--- config.mk ---
export PLATFORM = sky130hd
export DESIGN_NAME = multicycle_control
export DESIGN_NICKNAME = d
export VERILOG_FILES = /design/src/rtl/cpu_pkg.sv /design/src/rtl/alu_decoder.sv /design/src/rtl/multicycle_control.sv
export SDC_FILE = /design/constraint.sdc
export NUM_CORES = 1
export LEC_CHECK = 0
export ABC_CLOCK_PERIOD_IN_PS = 2900
export CORE_MARGIN = 10
export CORE_UTILIZATION = 47
export CTS_CLUSTER_DIAMETER = 40
export DETAILED_ROUTE_END_ITERATION = 6
export GPL_ROUTABILITY_DRIVEN = 0
export GPL_TIMING_DRIVEN = 1
export HOLD_SLACK_MARGIN = 0.02
export PLACE_DENSITY = 0.81
export SYNTH_ARGS = -nofsm -noshare
export SYNTH_HDL_FRONTEND = slang
export SYNTH_SLANG_ARGS = --single-unit
--- constraint.sdc ---
create_clock -name clk_i -period 2.9 [get_ports clk_i]
set_input_delay 0.29 -clock clk_i [delete_from_list [all_inputs] [get_ports clk_i]]
set_output_delay 0.29 -clock clk_i [all_outputs]
set_load 0.005 [all_outputs]
--- src/rtl/cpu_pkg.sv ---
// Shared types and encodings for the multicycle RV32I-subset control path.
// Also used by the single-cycle ALU_Control, so keep encodings stable.
package cpu_pkg;

    typedef enum logic [3:0] {
        S_IDLE     = 4'd0,
        S_FETCH    = 4'd1,
        S_DECODE   = 4'd2,
        S_EXEC_R   = 4'd3,
        S_EXEC_I   = 4'd4,
        S_MEM_ADDR = 4'd5,
        S_MEM_RD   = 4'd6,
        S_MEM_WR   = 4'd7,
        S_WB_ALU   = 4'd8,
        S_WB_MEM   = 4'd9,
        S_BRANCH   = 4'd10,
        S_TRAP     = 4'd11
    } state_t;

    localparam logic [6:0] OP_R      = 7'b0110011;
    localparam logic [6:0] OP_IMM    = 7'b0010011;
    localparam logic [6:0] OP_LOAD   = 7'b0000011;
    localparam logic [6:0] OP_STORE  = 7'b0100011;
    localparam logic [6:0] OP_BRANCH = 7'b1100011;

    localparam logic [3:0] ALU_ADD = 4'd0;
    localparam logic [3:0] ALU_SUB = 4'd1;
    localparam logic [3:0] ALU_AND = 4'd2;
    localparam logic [3:0] ALU_OR  = 4'd3;
    localparam logic [3:0] ALU_XOR = 4'd4;
    localparam logic [3:0] ALU_SLL = 4'd5;
    localparam logic [3:0] ALU_SRA = 4'd6;
    localparam logic [3:0] ALU_MUL = 4'd7;

    localparam logic [1:0] SRC_A_PC    = 2'b00;
    localparam logic [1:0] SRC_A_RS1   = 2'b01;
    localparam logic [1:0] SRC_A_OLDPC = 2'b10;

    localparam logic [1:0] SRC_B_RS2  = 2'b00;
    localparam logic [1:0] SRC_B_FOUR = 2'b01;
    localparam logic [1:0] SRC_B_IMM  = 2'b10;

    localparam logic [1:0] IMM_I = 2'b00;
    localparam logic [1:0] IMM_S = 2'b01;
    localparam logic [1:0] IMM_B = 2'b10;

    localparam logic PC_SRC_ALU    = 1'b0;
    localparam logic PC_SRC_ALUOUT = 1'b1;

    localparam logic WB_ALUOUT = 1'b0;
    localparam logic WB_MDR    = 1'b1;

    localparam logic [2:0] F3_WORD = 3'b010;
    localparam logic [2:0] F3_BEQ  = 3'b000;

    // Dispatch target after DECODE; unknown opcodes fall into the trap.
    function automatic state_t nextFromOpcode(input logic [6:0] opcode);
        state_t s;
        case (opcode)
            OP_R:               s = S_EXEC_R;
            OP_IMM:             s = S_EXEC_I;
            OP_LOAD, OP_STORE:  s = S_MEM_ADDR;
            OP_BRANCH:          s = S_BRANCH;
            default:            s = S_TRAP;
        endcase
        return s;
    endfunction

    function automatic logic isBusyState(input state_t s);
        return (s != S_IDLE) && (s != S_TRAP);
    endfunction

endpackage

--- src/rtl/alu_decoder.sv ---
// Maps the current control state and instruction fields to an ALU operation
// plus a legality flag that the sequencer uses to divert into TRAP.
module alu_decoder
    import cpu_pkg::*;
(
    input  state_t     state_i,
    input  logic [6:0] opcode_i,
    input  logic [2:0] funct3_i,
    input  logic [6:0] funct7_i,
    output logic [3:0] alu_ctrl_o,
    output logic       legal_o
);

    logic [9:0] w_funct;

    assign w_funct = {funct7_i, funct3_i};

    always_comb begin
        alu_ctrl_o = ALU_ADD;
        legal_o    = 1'b1;
        case (state_i)
            S_EXEC_R: begin
                case (w_funct)
                    {7'b0000000, 3'b000}: alu_ctrl_o = ALU_ADD;
                    {7'b0100000, 3'b000}: alu_ctrl_o = ALU_SUB;
                    {7'b0000000, 3'b111}: alu_ctrl_o = ALU_AND;
                    {7'b0000000, 3'b110}: alu_ctrl_o = ALU_OR;
                    {7'b0000000, 3'b100}: alu_ctrl_o = ALU_XOR;
                    {7'b0000000, 3'b001}: alu_ctrl_o = ALU_SLL;
                    {7'b0000001, 3'b000}: alu_ctrl_o = ALU_MUL;
                    default:              legal_o    = 1'b0;
                endcase
            end
            S_EXEC_I: begin
                if (funct3_i == 3'b000) begin
                    alu_ctrl_o = ALU_ADD;
                end else if (funct3_i == 3'b101 && funct7_i == 7'b0100000) begin
                    alu_ctrl_o = ALU_SRA;
                end else begin
                    legal_o = 1'b0;
                end
            end
            S_MEM_ADDR: begin
                legal_o = ((opcode_i == OP_LOAD) || (opcode_i == OP_STORE))
                          && (funct3_i == F3_WORD);
            end
            // Branch compare is a subtract; only beq is supported.
            S_BRANCH: begin
                alu_ctrl_o = ALU_SUB;
                legal_o    = (funct3_i == F3_BEQ);
            end
            default: begin
                alu_ctrl_o = ALU_ADD;
                legal_o    = 1'b1;
            end
        endcase
    end

endmodule

--- src/rtl/multicycle_control.sv ---
// Moore control FSM sequencing a multi-cycle RV32I-subset datapath:
// fetch/decode/execute/memory/writeback, retire counting and illegal-op trap.
module multicycle_control
    import cpu_pkg::*;
#(
    parameter int CNT_W = 32
) (
    input  logic             clk_i,
    input  logic             rst_i,
    input  logic             start_i,
    input  logic [6:0]       opcode_i,
    input  logic [2:0]       funct3_i,
    input  logic [6:0]       funct7_i,
    input  logic             zero_i,
    input  logic             mem_ready_i,
    output logic             pc_write_o,
    output logic             pc_src_o,
    output logic             ir_write_o,
    output logic             reg_write_o,
    output logic             mem_read_o,
    output logic             mem_write_o,
    output logic [1:0]       alu_src_a_o,
    output logic [1:0]       alu_src_b_o,
    output logic [3:0]       alu_ctrl_o,
    output logic [1:0]       imm_sel_o,
    output logic             wb_sel_o,
    output logic             busy_o,
    output logic             illegal_o,
    output logic [CNT_W-1:0] retired_o
);

    state_t           r_state;
    state_t           w_nextState;
    logic             w_retire;
    logic [3:0]       w_aluCtrl;
    logic             w_legal;
    logic [CNT_W-1:0] r_retired;
    logic             r_illegal;

    alu_decoder u_aluDecoder (
        .state_i    (r_state),
        .opcode_i   (opcode_i),
        .funct3_i   (funct3_i),
        .funct7_i   (funct7_i),
        .alu_ctrl_o (w_aluCtrl),
        .legal_o    (w_legal)
    );

    always_ff @(posedge clk_i or posedge rst_i) begin
        if (rst_i) begin
            r_state <= S_IDLE;
        end else begin
            r_state <= w_nextState;
        end
    end

    // Instruction completion is a transition, not a state: it retires and
    // either chains straight into the next fetch or parks in IDLE.
    always_comb begin
        w_nextState = r_state;
        w_retire    = 1'b0;
        case (r_state)
            S_IDLE: begin
                if (start_i) begin
                    w_nextState = S_FETCH;
                end
            end
            S_FETCH:  w_nextState = S_DECODE;
            S_DECODE: w_nextState = nextFromOpcode(opcode_i);
            S_EXEC_R, S_EXEC_I: begin
                w_nextState = w_legal ? S_WB_ALU : S_TRAP;
            end
            S_MEM_ADDR: begin
                if (!w_legal) begin
                    w_nextState = S_TRAP;
                end else if (opcode_i == OP_STORE) begin
                    w_nextState = S_MEM_WR;
                end else begin
                    w_nextState = S_MEM_RD;
                end
            end
            S_MEM_RD: begin
                if (mem_ready_i) begin
                    w_nextState = S_WB_MEM;
                end
            end
            S_MEM_WR: begin
                if (mem_ready_i) begin
                    w_retire = 1'b1;
                end
            end
            S_WB_ALU, S_WB_MEM: w_retire = 1'b1;
            S_BRANCH: begin
                if (w_legal) begin
                    w_retire = 1'b1;
                end else begin
                    w_nextState = S_TRAP;
                end
            end
            S_TRAP:  w_nextState = S_TRAP;
            default: w_nextState = S_IDLE;
        endcase
        if (w_retire) begin
            w_nextState = start_i ? S_FETCH : S_IDLE;
        end
    end

    always_ff @(posedge clk_i or posedge rst_i) begin
        if (rst_i) begin
            r_retired <= '0;
            r_illegal <= 1'b0;
        end else begin
            if (w_retire) begin
                r_retired <= r_retired + CNT_W'(1);
            end
            if (w_nextState == S_TRAP) begin
                r_illegal <= 1'b1;
            end
        end
    end

    // Only BRANCH's pc_write and the field-dependent ALU/imm selects look
    // past the state register.
    always_comb begin
        pc_write_o  = 1'b0;
        pc_src_o    = PC_SRC_ALU;
        ir_write_o  = 1'b0;
        reg_write_o = 1'b0;
        mem_read_o  = 1'b0;
        mem_write_o = 1'b0;
        alu_src_a_o = SRC_A_PC;
        alu_src_b_o = SRC_B_RS2;
        alu_ctrl_o  = ALU_ADD;
        imm_sel_o   = IMM_I;
        wb_sel_o    = WB_ALUOUT;
        busy_o      = isBusyState(r_state);
        case (r_state)
            S_FETCH: begin
                ir_write_o  = 1'b1;
                pc_write_o  = 1'b1;
                pc_src_o    = PC_SRC_ALU;
                alu_src_a_o = SRC_A_PC;
                alu_src_b_o = SRC_B_FOUR;
            end
            S_DECODE: begin
                alu_src_a_o = SRC_A_OLDPC;
                alu_src_b_o = SRC_B_IMM;
                imm_sel_o   = IMM_B;
            end
            S_EXEC_R: begin
                alu_src_a_o = SRC_A_RS1;
                alu_src_b_o = SRC_B_RS2;
                alu_ctrl_o  = w_aluCtrl;
            end
            S_EXEC_I: begin
                alu_src_a_o = SRC_A_RS1;
                alu_src_b_o = SRC_B_IMM;
                imm_sel_o   = IMM_I;
                alu_ctrl_o  = w_aluCtrl;
            end
            S_MEM_ADDR: begin
                alu_src_a_o = SRC_A_RS1;
                alu_src_b_o = SRC_B_IMM;
                imm_sel_o   = (opcode_i == OP_STORE) ? IMM_S : IMM_I;
                alu_ctrl_o  = w_aluCtrl;
            end
            S_MEM_RD: mem_read_o  = 1'b1;
            S_MEM_WR: mem_write_o = 1'b1;
            S_WB_ALU: begin
                reg_write_o = 1'b1;
                wb_sel_o    = WB_ALUOUT;
            end
            S_WB_MEM: begin
                reg_write_o = 1'b1;
                wb_sel_o    = WB_MDR;
            end
            S_BRANCH: begin
                alu_src_a_o = SRC_A_RS1;
                alu_src_b_o = SRC_B_RS2;
                alu_ctrl_o  = w_aluCtrl;
                pc_src_o    = PC_SRC_ALUOUT;
                pc_write_o  = zero_i;
            end
            default: begin
                pc_write_o = 1'b0;
            end
        endcase
    end

    assign illegal_o = r_illegal;
    assign retired_o = r_retired;

endmodule

Yosys cells after proc, flatten, opt, wreduce, memory -nomap -nowiden. Index checks and enable logic that the tools add are counted.

Register bits: 37. Input bits: 22. Output and inout bits: 51. Logic and storage cells: 79.

Add/subtract/negate cells: 1. Equal/unequal tests: 27. Mux-type cells: 33. Reduce and logical (&&, ||, !) cells: 15.

Operators with widths (count): $pmux 4 s9 (1); $add 32x1->32 const B (1); $eq 10x3->1 const B (3); $mux 4 (7); $eq 7x6->1 const B (3); $eq 4x4->1 const B (5); $pmux 3 s6 (1); $eq 4x3->1 const B (4); $pmux 4 s4 (1); $mux 1 (14); $pmux 2 s2 (3); $pmux 4 s3 (1); $eq 10x1->1 const B (1); $eq 10x4->1 const B (1); $eq 10x9->1 const B (1); $logic_not 10->1 (1); $eq 4x2->1 const B (2); $eq 7x2->1 const B (1); $eq 7x5->1 const B (1); $eq 7x7->1 const B (1); $reduce_or 7->1 (1); $reduce_or 2->1 (3); $reduce_or 3->1 (2); $eq 4x1->1 const B (1); 14 further kinds (16).

Depth between registers and ports, before layout. Gate-level depths: netlist of run 1.

Depth in word-level cells: 9. Mapped depth: 8. Gate-level depth less buffers: 6.

Cells and area by module. From an unflattened synthesis of run 1, not the netlist that was laid out.

Cell total of the unflattened synthesis: 273. Area, all modules: 2486.1 sq um.

By module, submodules not included: multicycle_control (instances 1, cells each 228, area each 2160.8 sq um, sequential area each 925.9 sq um); alu_decoder (instances 1, cells each 45, area each 325.3 sq um, sequential area each 0.0 sq um).

Worst setup path before layout of run 1. Ideal clock, no wire load.

Path kind: register -> register. Start point: register r_state[3]. End point: register r_retired[30] (netlist: retired_o[30]). Setup time: 0.124 ns. Data arrival time: 2.042 ns. Slack: 0.733 ns. Cell stages (with the launch flop): 7. Path buffers: 0. Period minus slack after synthesis: 2.167 ns. Path through: dfrtp_1 > or4b_4 > nor4_4 > o21a_2 > o21ai_2 > or4_4 > xnor2_2.

Longest elaborated chain between the ends: 4. Elaborated cells between the ends (all ways): 11. Those cells by class: 7 x eq/ne; 3 x mux; 1 x reduce/logical.

Ends and longest elaborated chain: from (decl) (RTL line multicycle_control.sv:32) `state_t r_state;`; from (signal assigned) (RTL line multicycle_control.sv:53) `r_state <= w_nextState;`; $eq 4x4->1 (tied with other cells) (RTL line alu_decoder.sv:21, multicycle_control.sv:62); $pmux 1 s4 (RTL line alu_decoder.sv:21) `case (state_i)`; $mux 1 (RTL line multicycle_control.sv:94) `if (w_legal) begin`; $pmux 1 s3 (*) (RTL line multicycle_control.sv:62) `case (r_state)`; to (signal assigned) (RTL line multicycle_control.sv:114) `r_retired <= r_retired + CNT_W'(1);`; to (decl) (RTL line multicycle_control.sv:37) `logic [CNT_W-1:0] r_retired;`.

Every way passes the cells marked *; elsewhere a longest branch is shown, timed or not. A chain may end at the register's enable or synchronous reset.

Worst setup path in the final report of run 1.
Start point: input port funct7_i[2]. End point: output port alu_ctrl_o[2].

Longest elaborated chain between the ends: 6. Elaborated cells between the ends (all ways): 13. Those cells by class: 7 x eq/ne; 5 x mux; 1 x reduce/logical.

Ends and longest elaborated chain: from (decl) (RTL line multicycle_control.sv:13) `input logic [6:0] funct7_i,`; $eq 7x6->1 (RTL line alu_decoder.sv:37) `end else if (funct3_i == 3'b101 && funct7_i == 7'b0100000) begin`; $logic_and 1x1->1 (RTL line alu_decoder.sv:37); $mux 3 (RTL line alu_decoder.sv:37); $mux 4 (RTL line alu_decoder.sv:35) `if (funct3_i == 3'b000) begin`; $pmux 4 s3 (*) (RTL line alu_decoder.sv:21); $mux 4 (*) (RTL line multicycle_control.sv:137) `case (r_state)`; to (decl) (RTL line multicycle_control.sv:24) `output logic [3:0] alu_ctrl_o,`.

Marked as above.

==> flow_metrics.tcl, run 1 <==
set metrics [dict create \
    ys_ff_latch 37 \
    tns_ps 0 \
    p_per_area_nw_per_um2 600 \
    fin_crit_ps 2750 \
    status "complete, no violations" \
    cts_buffers 5 \
    area_growth_syn_to_layout_pct 38.1 \
    routed_wl_um 6460 \
    start_util_pct 49.1 \
    postCtsSetupBuffers 0 \
    max-cap-violations 0 \
    num_rows 25 \
    criticalPathCategory "input pin to primary output" \
    arrival_ps 2460 \
    rrSetupSlack_ps 390 \
    dr.pass1.iters 4 \
    startpoint "funct7_i[2]" \
    cp_max_fo 2 \
    syn_area_um2 2350 \
    multi_input_area_um2 1330 \
    drt_iter0_drc 115 \
    cts_tree "done" \
    cts_max_level 2 \
    grt_usage_pct 15.8 \
    netlist_instances 260 \
    grt_max_degree 38 \
    die-area_um2 8230 \
    regArea_um2 926 \
    drc 0 \
    cp-start-kind "input pin" \
    synth-edff-count 0 \
    diodes 0 \
    finClkSkew_ps 3.55 \
    cts_sinks 37 \
    hold_viol 0 \
    port_buffers 71 \
    max_freq_ghz 0.363 \
    async_flop_share_pct 100 \
    cp-end-kind "primary output" \
    clock_latency_ps 290 \
    ir_drop_v 0.000581 \
    nets 358 \
    ant_nets 0 \
    synth_cell_types 56 \
    setup_viol 0 \
    gr-total-overflow 0 \
    io_pins 73 \
    num_vias 2196 \
    syn_nets 283 \
    drive_gt1_share_pct 8.04 \
    synthFlopType "dfrtp_1" \
    clkTransAtPathRegs_ps 70 \
    total_power_mw 1.95 \
    yosysSeqAreaShare_pct 39.4 \
    tightest_slew_ps 483 \
    avgSynthCellArea_um2 9.04 \
    core_area_um2 4790 \
    slew-limit-headroom_pct 67.0 \
    maxSlewViolCount 0 \
    period_share_pct 94.9 \
    die_w_um 90.7 \
    ctsLongestPathBuffers 2 \
    dp.cells 395 \
    final_cells 403 \
    die_y_um 90.7 \
    hold_buffers 0 \
    worst-r2r-cell-count 6 \
    grt_pass1_vias 2205 \
    rsz0062_at_grt "false" \
    timing.rr.start "r_state[2]$_DFF_PP0_" \
    yosysWarnings 0 \
    drt-wirelength-per-cell_um 16.0 \
    grt_pass1_wl_um 11000 \
    cp_data_required_time_ps 2610 \
    cts_resized 0 \
    antenna_found_initial 0 \
    cts_root_buf "clkbuf_8" \
    avgViaCountPerCell 5.45 \
    min_path_type "input pin to asynchronous set/reset pin" \
    leakagePower_nw 1.32 \
    fillCellCount 386 \
    dp_hpwl_um 4940 \
]
[Yosys cell counts, drive strengths merged (4+ instances only)]
cell	number	area, um^2
nor2	14	52.6
o21a	4	31.3
and2	6	37.5
nor4	5	46.3
nand2	22	82.6
nand2b	8	50.1
xnor2	23	209
xor2	11	96.3
nor2b	4	25.0
dfrtp	37	926
a21oi	9	45.0
nand3	15	75.1
and3	4	25.0
clkbuf	11	41.3
nor3	13	65.1
inv	8	30.0
nand4	8	50.1
o21ai	13	72.6
[worst max-delay path, stage by stage]
cell and delay (ps):
clkdlybuf4s50_1 400, nor4_1 350, nand2b_1 120, or4_1 510, o31ai_1 250, clkdlybuf4s50_1 540
[logic make-up after synthesis]
logic type	Yosys count	share of synthesized area, %
XOR/XNOR	34	13.0
buffers and inverters	22	3.88
multiplexers	2	0.958
flip-flops	37	39.4
adder cells (fa/ha/maj)	1	0.532
AO/OA/AOI/OAI	48	13.9
other	1	0.160
AND/OR/NAND/NOR	115	28.2
[flip-flops by register name, indices dropped and copies added, names as in the netlist]
register,cells
r_state,4
illegal_o,1
retired_o,32
[power by group]
part	internal [mW]	switching, mW
Combinational	0.468	0.451
Sequential	0.586	0.0978
Clock	0.171	0.172
[final cells by class]
cell class                 count  share of cell area (%)
multi-input combinational    201                    41.1
inverter                       8                   0.925
tap                           67                    2.58
clock buffer                   8                    2.47
sequential                    37                    28.5
timing repair buffer          82                    24.4
[stage by stage]
step | setup slack [ps] | cell area (um^2) | util, % | hold slack, ps
after global placement | 165 | 3170 | 66.2 | 455
after detailed placement | 142 | 3170 | 66.2 | 461
after global routing | 15.5 | 3250 | 67.8 | 473
final | 149 | 3250 | 67.8 | 406
after CTS | 125 | 3250 | 67.8 | 428
after floorplan | 733 | 2350 | - | 403
[layout by cell type, fill, tap and decap left out, types with 4 or more instances in the layout]
cell type,count
clkdlybuf4s50_1,71
dfrtp_1,37
nand2_1,22
xnor2_1,22
nand3_1,15
nor2_1,14
nor3_1,13
xor2_1,11
buf_4,11
a21oi_1,9
o21ai_0,9
nand2b_1,8
nand4_1,8
inv_1,8
and2_1,6
clkbuf_8,5
nor4_1,4
nor2b_1,4
and3_1,4
[routing by layer]
metal	global-route usage [%]	share of wire, %	up-vias
li1	-	-	1076
met1	19.8	43	1045
met2	25.2	49	66
met5	0	0	-
met4	5.04	1.8	0
met3	4.99	6.5	9
[path summary, 6_finish.rpt]
check,end
setup / recovery,alu_ctrl_o[2]
hold / removal,retired_o[1]$_DFFE_PP0P_
setup reg to reg,retired_o[25]$_DFFE_PP0P_
hold reg to reg,retired_o[31]$_DFFE_PP0P_
max in group asynchronous,retired_o[15]$_DFFE_PP0P_
min in group clk_i,retired_o[31]$_DFFE_PP0P_
No activity file was read; power rests on OpenSTA's default activity.
==> run 2, diff against run 1 <==
TNS_END_PERCENT = 20   (was unset)
==> results of run 2 <==
No change in the layout: final DEF, timing and power equal those of run 1.
==> run 3, diff against run 2 <==
HOLD_SLACK_MARGIN = 0.06   (was 0.02)
==> results of run 3 <==
No change in the layout: final DEF, timing and power equal those of run 1.
